===== src/rtl/lcd_rx_monitor.sv =====
// Receive-side monitor for a parallel RGB LCD link: rebuilds pixel coordinates,
// measures and locks to frame geometry, flags timing errors and captures a probe pixel.
module lcd_rx_monitor #(
    parameter int H_ACTIVE = 800,
    parameter int V_ACTIVE = 480,
    parameter bit SYNC_POL = 1'b0
) (
    input  logic        clk,
    input  logic        rst,
    input  logic [23:0] rgb_in,
    input  logic        hsync_in,
    input  logic        vsync_in,
    input  logic        de_in,
    input  logic [10:0] probe_x,
    input  logic [10:0] probe_y,
    input  logic        clr_err,
    output logic [10:0] pix_x,
    output logic [10:0] pix_y,
    output logic [23:0] pix_data,
    output logic        pix_valid,
    output logic        frame_start,
    output logic        locked,
    output logic [10:0] h_len,
    output logic [10:0] h_total,
    output logic [10:0] v_lines,
    output logic [23:0] probe_data,
    output logic        probe_hit,
    output logic        err_geom,
    output logic        err_de_vsync
);

    typedef enum logic [1:0] {
        ST_SEARCH = 2'd0,
        ST_SYNC   = 2'd1,
        ST_LOCKED = 2'd2
    } state_t;

    localparam logic [10:0] CNT_MAX = 11'd2047;
    localparam logic [10:0] H_ACT_C = 11'(H_ACTIVE);
    localparam logic [10:0] V_ACT_C = 11'(V_ACTIVE);

    function automatic logic [10:0] sat_inc(input logic [10:0] v);
        return (v == CNT_MAX) ? CNT_MAX : v + 11'd1;
    endfunction

    state_t      state_r;
    logic [23:0] rgb_s1_r;
    logic        hs_act_s1_r, hs_act_s2_r;
    logic        vs_act_s1_r, vs_act_s2_r;
    logic        de_s1_r;
    logic        de_q2_r;
    logic [10:0] x_cnt_r;
    logic [10:0] y_cnt_r;
    logic [10:0] h_cnt_r;
    logic [10:0] shadow_x_r, shadow_y_r;
    logic        probe_pend_r;

    logic        hs_lead_s, vs_lead_s;
    logic        de_q1_s, de_rise_s, de_fall_s;
    logic [10:0] x_next_s;
    logic        pix_ok_s, probe_match_s;
    logic        geom_ok_s, geom_bad_s, de_vs_err_s;

    // Edge detection, column stepping and capture qualification
    always_comb begin
        hs_lead_s     = hs_act_s1_r & ~hs_act_s2_r;
        vs_lead_s     = vs_act_s1_r & ~vs_act_s2_r;
        // DE is only honoured outside vsync; a DE inside vsync never forms a line
        de_q1_s       = de_s1_r & ~vs_act_s1_r;
        de_rise_s     = de_q1_s & ~de_q2_r;
        de_fall_s     = ~de_q1_s & de_q2_r;
        if (de_rise_s) begin
            x_next_s = 11'd0;
        end else begin
            x_next_s = sat_inc(x_cnt_r);
        end
        pix_ok_s      = de_q1_s & (state_r != ST_SEARCH);
        probe_match_s = pix_ok_s & (x_next_s == shadow_x_r) & (y_cnt_r == shadow_y_r);
        geom_ok_s     = (y_cnt_r == V_ACT_C) & (h_len == H_ACT_C);
        geom_bad_s    = vs_lead_s & (state_r != ST_SEARCH) & ~geom_ok_s;
        de_vs_err_s   = de_s1_r & vs_act_s1_r;
    end

    // Input stages, syncs normalised to "active" level
    always_ff @(posedge clk) begin
        if (rst) begin
            rgb_s1_r    <= 24'd0;
            hs_act_s1_r <= 1'b0;
            hs_act_s2_r <= 1'b0;
            vs_act_s1_r <= 1'b0;
            vs_act_s2_r <= 1'b0;
            de_s1_r     <= 1'b0;
            de_q2_r     <= 1'b0;
        end else begin
            rgb_s1_r    <= rgb_in;
            hs_act_s1_r <= hsync_in ~^ SYNC_POL;
            hs_act_s2_r <= hs_act_s1_r;
            vs_act_s1_r <= vsync_in ~^ SYNC_POL;
            vs_act_s2_r <= vs_act_s1_r;
            de_s1_r     <= de_in;
            de_q2_r     <= de_q1_s;
        end
    end

    // Coordinate counters, line length and line period measurement
    always_ff @(posedge clk) begin
        if (rst) begin
            x_cnt_r <= 11'd0;
            y_cnt_r <= 11'd0;
            h_cnt_r <= 11'd0;
            h_len   <= 11'd0;
            h_total <= 11'd0;
        end else begin
            if (de_q1_s) begin
                x_cnt_r <= x_next_s;
            end
            if (de_fall_s) begin
                h_len <= sat_inc(x_cnt_r);
            end
            if (vs_lead_s) begin
                y_cnt_r <= 11'd0;
            end else if (de_fall_s) begin
                y_cnt_r <= sat_inc(y_cnt_r);
            end
            // Counter restarts at 1 so the latched value equals the edge-to-edge distance
            if (hs_lead_s) begin
                h_total <= h_cnt_r;
                h_cnt_r <= 11'd1;
            end else begin
                h_cnt_r <= sat_inc(h_cnt_r);
            end
        end
    end

    // Pixel output register, probe shadowing and capture
    always_ff @(posedge clk) begin
        if (rst) begin
            pix_valid    <= 1'b0;
            pix_x        <= 11'd0;
            pix_y        <= 11'd0;
            pix_data     <= 24'd0;
            shadow_x_r   <= 11'd0;
            shadow_y_r   <= 11'd0;
            probe_data   <= 24'd0;
            probe_pend_r <= 1'b0;
            probe_hit    <= 1'b0;
            err_de_vsync <= 1'b0;
        end else begin
            pix_valid <= pix_ok_s;
            if (pix_ok_s) begin
                pix_x    <= x_next_s;
                pix_y    <= y_cnt_r;
                pix_data <= rgb_s1_r;
            end
            if (vs_lead_s) begin
                shadow_x_r <= probe_x;
                shadow_y_r <= probe_y;
            end
            if (probe_match_s) begin
                probe_data <= rgb_s1_r;
            end
            probe_pend_r <= probe_match_s;
            probe_hit    <= probe_pend_r;
            err_de_vsync <= (err_de_vsync & ~clr_err) | de_vs_err_s;
        end
    end

    // Lock FSM: geometry of each completed frame judged at the vsync leading edge
    always_ff @(posedge clk) begin
        if (rst) begin
            state_r     <= ST_SEARCH;
            locked      <= 1'b0;
            frame_start <= 1'b0;
            v_lines     <= 11'd0;
            err_geom    <= 1'b0;
        end else begin
            frame_start <= vs_lead_s;
            err_geom    <= (err_geom & ~clr_err) | geom_bad_s;
            if (vs_lead_s) begin
                case (state_r)
                    ST_SEARCH: begin
                        state_r <= ST_SYNC;
                        locked  <= 1'b0;
                    end
                    ST_SYNC: begin
                        v_lines <= y_cnt_r;
                        if (geom_ok_s) begin
                            state_r <= ST_LOCKED;
                            locked  <= 1'b1;
                        end
                    end
                    ST_LOCKED: begin
                        v_lines <= y_cnt_r;
                        if (!geom_ok_s) begin
                            state_r <= ST_SYNC;
                            locked  <= 1'b0;
                        end
                    end
                    default: begin
                        state_r <= ST_SEARCH;
                        locked  <= 1'b0;
                    end
                endcase
            end
        end
    end

endmodule


===== config.mk =====
export PLATFORM = sky130hd
export DESIGN_NAME = lcd_rx_monitor
export DESIGN_NICKNAME = d
export VERILOG_FILES = /design/src/rtl/lcd_rx_monitor.sv
export SDC_FILE = /design/constraint.sdc
export NUM_CORES = 1
export LEC_CHECK = 0
export BUFFER_PORTS_ARGS = -buffer_cell sky130_fd_sc_hd__buf_2
export CORE_MARGIN = 2
export CORE_UTILIZATION = 54
export DETAILED_ROUTE_END_ITERATION = 10
export GPL_TIMING_DRIVEN = 0
export PLACE_DENSITY = 0.83
export SLEW_MARGIN = 20
export SYNTH_ARGS = -nofsm -noshare
export SYNTH_HDL_FRONTEND = slang
export SYNTH_SLANG_ARGS = --single-unit

===== constraint.sdc =====
create_clock -name clk -period 2.9 [get_ports clk]
set_input_delay 0.145 -clock clk [delete_from_list [all_inputs] [get_ports clk]]
set_output_delay 0.145 -clock clk [all_outputs]
set_load 0.005 [all_outputs]

==> flow_summary.yaml, run 1 <==
timing:
  rsz0062_at_grt: "true"
  worst_pin_slew_ns: 0.745
  fin_setup_tns_ns: 0
  relSlewSlack: 0.503
  hold_viol_final: 0
  finClkSkew_ns: 0.00935
  fmax_mhz: 354
  period_minus_slack_ns: 2.83
  finalCritPeriodShare: 0.975
  setup_violations: 0
  finalMaxSlewViolations: 0
  setup_ws_ns: 0.0717
worst_setup_path:
  path_class: "reg -> reg"
  reg2reg_slack_ns: 0.07
  path_max_fanout: 10
  regToRegStartpoint: "locked"
  start_kind: "flip-flop"
  cp_data_required_time_ns: 3.26
  crit_path_end_kind: "flip-flop"
  r2r_cells: 11
  crit_arrival_ns: 3.19
  r2r-end: "probe_data[9]"
finish:
  seq_area_mm2: 0.00393
  drive_above_1_share: 0.209
  multi_input_area_mm2: 0.00351
  final_nets: 1175
  fillers: 1056
  utilization: 0.711
  area_growth_pct: 28.4
  final_cells: 1308
power:
  cellPowerDensity_mw_per_mm2: 545
  ir_drop_v: 0.000445
  power.leakage_nw: 3.96
  combPwrFrac: 0.068
  power.internal_mw: 4.11
  sw_frac_of_total: 0.236
  share_seq_of_total_power: 0.517
  p_sw_mw: 1.27
  power_frac_clock: 0.415
floorplanning:
  dieArea_mm2: 0.0152
  die_h_um: 123
  start_util: 0.554
  io_pins: 161
  rows: 43
  coreArea_mm2: 0.0139
  die-width_um: 123
clock_network:
  root_buffer: "clkbuf_16"
  cts_tree: "built"
  h-tree-depth: 4
  clk_pin_slew_ns: 0.07
  clkSinkCount: 196
  insertion_delay_ns: 0.43
  numCtsBuffers: 17
  clockBufferDepth: 2
logic_synthesis:
  synth_top_area_share: 0.510
  async_flop_share: 0
  synth_ff_type: "dfxtp_1"
  syn_area_per_cell_um2: 8.70
  synth_area_leader_cell: "dfxtp_1"
  synth_top_family_by_area: "simple AND/OR/NAND/NOR gates"
  ys_seq_area_frac: 0.510
  synth_mux_area_frac: 0.00683
  synth-compound-area-share: 0.176
  synth.distinct_cells: 60
  syn_area_mm2: 0.00769
  synth-xor-area-share: 0.0262
  synthAdderAreaFrac: 0.0130
  synthSimpleGateAreaFrac: 0.224
  synth.area.top_cells: "dfxtp_1 (51%), a21oi_1 (8.4%), nand2_1 (7.3%)"
  ys_seq_elements: 196
  syn_nets: 944
  synth_edf_count: 0
  synth_cells: 884
  ys_warn_count: 0
placement:
  hpwl_um: 15500
  place_ws_ns: -0.332
  place_inst: 1224
  io_buffers: 160
  gp_congestion: 0.933
grt:
  antenna_found_initial: 1
  grt_max_degree: 17
  grt_overflow_total: 0
  grt_pass1_vias: 7212
  grt_first_pass_wirelength_um: 35500
  grt.total_usage: 0.301
route:
  drtAntennaViolNets: 0
  drt_iter0_drc: 864
  finalWirelength_um: 22900
  first_pass_iters: 6
  num_vias: 7606
  routed_via_density: 5.81
  drcViolationCount: 0
  wl_per_cell_um: 17.5
flow_run:
  drv_cap: 0
worst_hold_path:
  hold-path-endpoint: "err_geom"
  min_path_type: "in -> reg"
  hold_start: "clr_err"
  hold-path-cell-count: 4
run_status:
  status: "finished, final reports clean"
[layout by cell type (no fill, tap or decap), types with 7 or more instances in the layout]
cell	instances
a31oi_1	8
a22oi_1	11
xnor2_1	10
dfxtp_1	193
nor2_1	37
clkbuf_1	49
nand2_1	150
dlygate4sd3_1	49
ha_1	7
clkbuf_16	17
and3_1	14
o21ai_0	22
nand4_1	31
a22o_1	21
nor2b_1	32
a21oi_1	127
nor3_1	11
inv_1	9
xor2_1	13
buf_2	168
nand3_1	25
o21ai_1	15
[cell usage after synthesis (all sizes together), types with 2 or more instances]
library cell / n
nor4b: 2
nor3: 14
nand3: 27
a21oi: 129
a21boi: 2
nand3b: 2
clkbuf: 51
inv: 9
nor2: 37
nand2b: 6
ha: 8
a211oi: 5
mux2: 2
dfxtp: 196
nor2b: 32
buf: 18
nor4: 7
a311oi: 2
mux2i: 3
o21ai: 37
a21o: 6
nand4: 31
a22oi: 11
nor3b: 3
xor2: 13
a31oi: 8
xnor2: 10
or3b: 2
or3: 2
and2: 6
and3: 15
and4: 4
nand4b: 2
a22o: 21
nand2: 150
[routing by layer]
layer | wire length [um] | track usage
met4 | 1070 | 0.153
met2 | 10500 | 0.482
met3 | 1820 | 0.0581
met5 | 0 | 0
met1 | 9440 | 0.385
[cell families after synthesis]
logic type / Yosys count
XOR/XNOR: 23
adder cells (fa/ha/maj): 8
multiplexers: 5
flip-flops: 196
AO/OA/AOI/OAI: 229
AND/OR/NAND/NOR: 345
buffers and inverters: 78
[power groups by stage]
stage / Combinational [mW] / Clock (mW) / Sequential (mW)
5_1_grt: 0.395 / 2.35 / 2.79
4_1_cts: 0.350 / 2.23 / 2.78
2_1_floorplan: 0.184 / 0 / 2.83
3_3_place_gp: 0.290 / 0 / 2.84
6_report: 0.366 / 2.23 / 2.78
3_5_place_dp: 0.294 / 0 / 2.84
[worst max-delay path, stage by stage, from the launching register on]
cell and delay (ns):
dfxtp_4 0.38, inv_1 0.08, ha_4 0.19, or3b_4 0.45, nor4_4 0.31, nor4b_4 0.27
nand4b_1 0.21, a2111oi_4 0.24, buf_4 0.19, buf_6 0.14, nand4_1 0.13, a21oi_1 0.18
[how the worst max path moves through the flow]
stage / from / endpoint / slack, ns
global route: locked / probe_data[13] / 0.001
detailed placement: x_cnt_r[0] / probe_data[8] / -0.33
finish: locked / probe_data[9] / 0.07
CTS: x_cnt_r[1] / probe_data[19] / 0.04
floorplan: locked / probe_data[10] / 0.32
global placement: x_cnt_r[0] / probe_data[7] / -0.21
[sequential cells by signal, indices dropped and copies added, names as in the netlist, 11 cells and up]
register,flops
pix_data,24
h_len,11
h_cnt_r,11
rgb_s1_r,24
shadow_x_r,11
x_cnt_r,11
pix_x,11
v_lines,11
probe_data,24
pix_y,11
h_total,11
shadow_y_r,11
y_cnt_r,11
[metrics by stage]
step | total power [mW] | area [um^2] | hold WS [ns]
2_1_floorplan | 3.01 | 7690 | 0.212
3_3_place_gp | 3.13 | 8720 | 0.299
3_5_place_dp | 3.13 | 8720 | 0.298
4_1_cts | 5.36 | 9820 | 0.0710
5_1_grt | 5.53 | 9880 | 0.105
6_report | 5.38 | 9880 | 0.0875
[final cells by class]
class,count,share of cell area
tap,180,0.0228
clock inverter,9,0.00963
antenna,1,0.000253
inverter,9,0.00342
sequential,196,0.398
clock buffer,22,0.0460
buffer,68,0.0305
multi-input combinational,610,0.356
timing repair buffer,213,0.134
[what timing repair did]
action / 4_1_cts / 5_1_grt
cloned: 0 / 0
gates resized for setup: 8 / 19
buffers inserted: 4 / 0
setup endpoints to repair: 25 / 25
endpoints found under the hold margin: 49 / 0
hold buffers: 49 / 0
pin swaps: 4 / 6
Power figures use the tool's default switching activity.
==> run 2: changes to the inputs <==
- CORE_MARGIN: 2 -> 5
- CORE_UTILIZATION: 54 -> 35
- PLACE_DENSITY: 0.83 -> 0.59
==> flow_summary.yaml, run 2 (synthesis results as in run 1) <==
worst_hold_path:
  hold_start: "clr_err"
  min_path_type: "in -> reg"
  hold-path-cell-count: 4
  hold-path-endpoint: "err_geom"
placement:
  place_ws_ns: -0.406
  hpwl_um: 17500
  placed_cell_area_mm2: 0.00884
  gp_congestion: 0.909
  io_buffers: 160
worst_setup_path:
  path_class: "reg -> reg"
  crit_path_end_kind: "flip-flop"
  worstPathCellList: "inv_1, ha_4, or3b_4, nor4_4, nor4b_4, nand4b_1, a2111oi_4, buf_4, buf_6, nand4_1, a21oi_1"
  r2r_cells: 11
  reg2reg_slack_ns: 0.07
  cp_data_required_time_ns: 3.26
  crit_arrival_ns: 3.19
  r2r-end: "probe_data[20]"
  path_max_fanout: 10
  start_kind: "flip-flop"
  critical_path.max_stage_delay_ns: 0.45
  crit_path_top_delay_cell: "or3b_4"
  regToRegStartpoint: "locked"
timing:
  relSlewSlack: 0.490
  setup_violations: 0
  setup_ws_ns: 0.0739
  finalMaxSlewViolations: 0
  finalCritPeriodShare: 0.975
  period_minus_slack_ns: 2.83
  finClkSkew_ns: 0.0162
  hold_viol_final: 0
  worst_pin_slew_ns: 0.765
  fmax_mhz: 354
clock_network:
  insertion_delay_ns: 0.44
  clockBufferDepth: 2
  clkSinkCount: 196
  numCtsBuffers: 17
  clk_pin_slew_ns: 0.08
  h-tree-depth: 4
  root_buffer: "clkbuf_16"
  cts_tree: "built"
finish:
  final_cell_mix: "dfxtp_1 (192), buf_2 (166), nand2_1 (150)"
  seq_area_mm2: 0.00393
  fillers: 2188
  multi_input_area_mm2: 0.00350
  final_nets: 1174
  antenna_cells: 0
  utilization: 0.461
  fin_area_mm2: 0.0100
  area_growth_pct: 30.5
  drive_above_1_share: 0.213
  reg_top3: "pix_data (24), probe_data (24), rgb_s1_r (24)"
  mostFrequentLayoutCell: "dfxtp_1"
route:
  first_pass_iters: 5
  drt_iter0_drc: 496
  finalWirelength_um: 23700
  drcViolationCount: 0
  drtAntennaViolNets: 0
  routed_via_density: 5.07
  num_vias: 7138
  wl_per_cell_um: 16.9
run_status:
  status: "finished, final reports clean"
grt:
  grt_pass1_vias: 6602
  antenna_found_initial: 0
  grt_overflow_total: 0
  grt_first_pass_wirelength_um: 36000
  grt.total_usage: 0.184
  grt_max_degree: 20
floorplanning:
  io_pins: 161
  coreArea_mm2: 0.0218
  start_util: 0.353
  die_h_um: 158
  rows: 54
  dieArea_mm2: 0.0250
  die-width_um: 158
power:
  power.leakage_nw: 3.98
  cellPowerDensity_mw_per_mm2: 551
  report.power.total_mw: 5.53
  ir_drop_v: 0.000309
flow_run:
  drv_cap: 0
## run 2: changes by cell type in the layout (fill, tap and decap cells not counted), sizes merged
cell and delta:
diode -1, clkbuf -2, clkinvlp -1, buf -3, clkinv +5, inv +1
## run 2: how the worst max path moves through the flow
stage | startpoint | slack [ns] | to
floorplan | locked | 0.32 | probe_data[10]
global placement | x_cnt_r[0] | -0.38 | probe_data[19]
detailed placement | x_cnt_r[0] | -0.41 | probe_data[16]
CTS | x_cnt_r[1] | 0.06 | probe_data[14]
global route | locked | -0.03 | probe_data[14]
finish | locked | 0.07 | probe_data[20]
## run 2: cell type report
cell class                      instances  area share
Sequential cell                       196       0.392
Multi-Input combinational cell        610       0.349
Timing Repair Buffer                  212       0.131
Clock buffer                           18      0.0428
Tap cell                              280      0.0349
Buffer                                 68      0.0308
Clock inverter                         14      0.0165
Inverter                                9     0.00337
## run 2: power breakdown
part / internal [mW] / leakage, nW / switching [mW]
combinational: 0.156 / 2.10 / 0.209
clock: 1.23 / 0.292 / 1.15
sequential: 2.74 / 1.59 / 0.0413
## run 2: metal layers
| metal | wire length (um) | track usage | share of wire |
|---|---|---|---|
| met1 | 11000 | 0.254 | 0.46 |
| met2 | 10900 | 0.290 | 0.46 |
| met3 | 1370 | 0.0416 | 0.058 |
| met4 | 415 | 0.0516 | 0.018 |
| met5 | 0 | 0 | 0 |
## run 2: repair_timing
item,4_1_cts,5_1_grt
buffers inserted,3,0
endpoints found under the hold margin,49,0
endpoints found under the setup margin,26,25
gates resized for setup,10,22
pin swaps,4,7
hold buffers,49,0
## run 2: critical path: cells and delay by family, from the launching register on
family / cells / cell delay (ns)
buf+inv: 3 / 0.43
simple gates: 5 / 1.31
fa+ha+maj: 1 / 0.19
compound gates: 2 / 0.44
flops: 1 / 0.38
## run 2: metrics by stage
| step | hold WS [ns] | cells | TNS (ns) |
|---|---|---|---|
| floorplan | 0.212 | 884 | 0 |
| global placement | 0.301 | 1324 | -7.83 |
| detailed placement | 0.298 | 1324 | -8.60 |
| CTS | 0.0846 | 1408 | 0 |
| global route | 0.154 | 1407 | -0.297 |
| finish | 0.108 | 1407 | 0 |
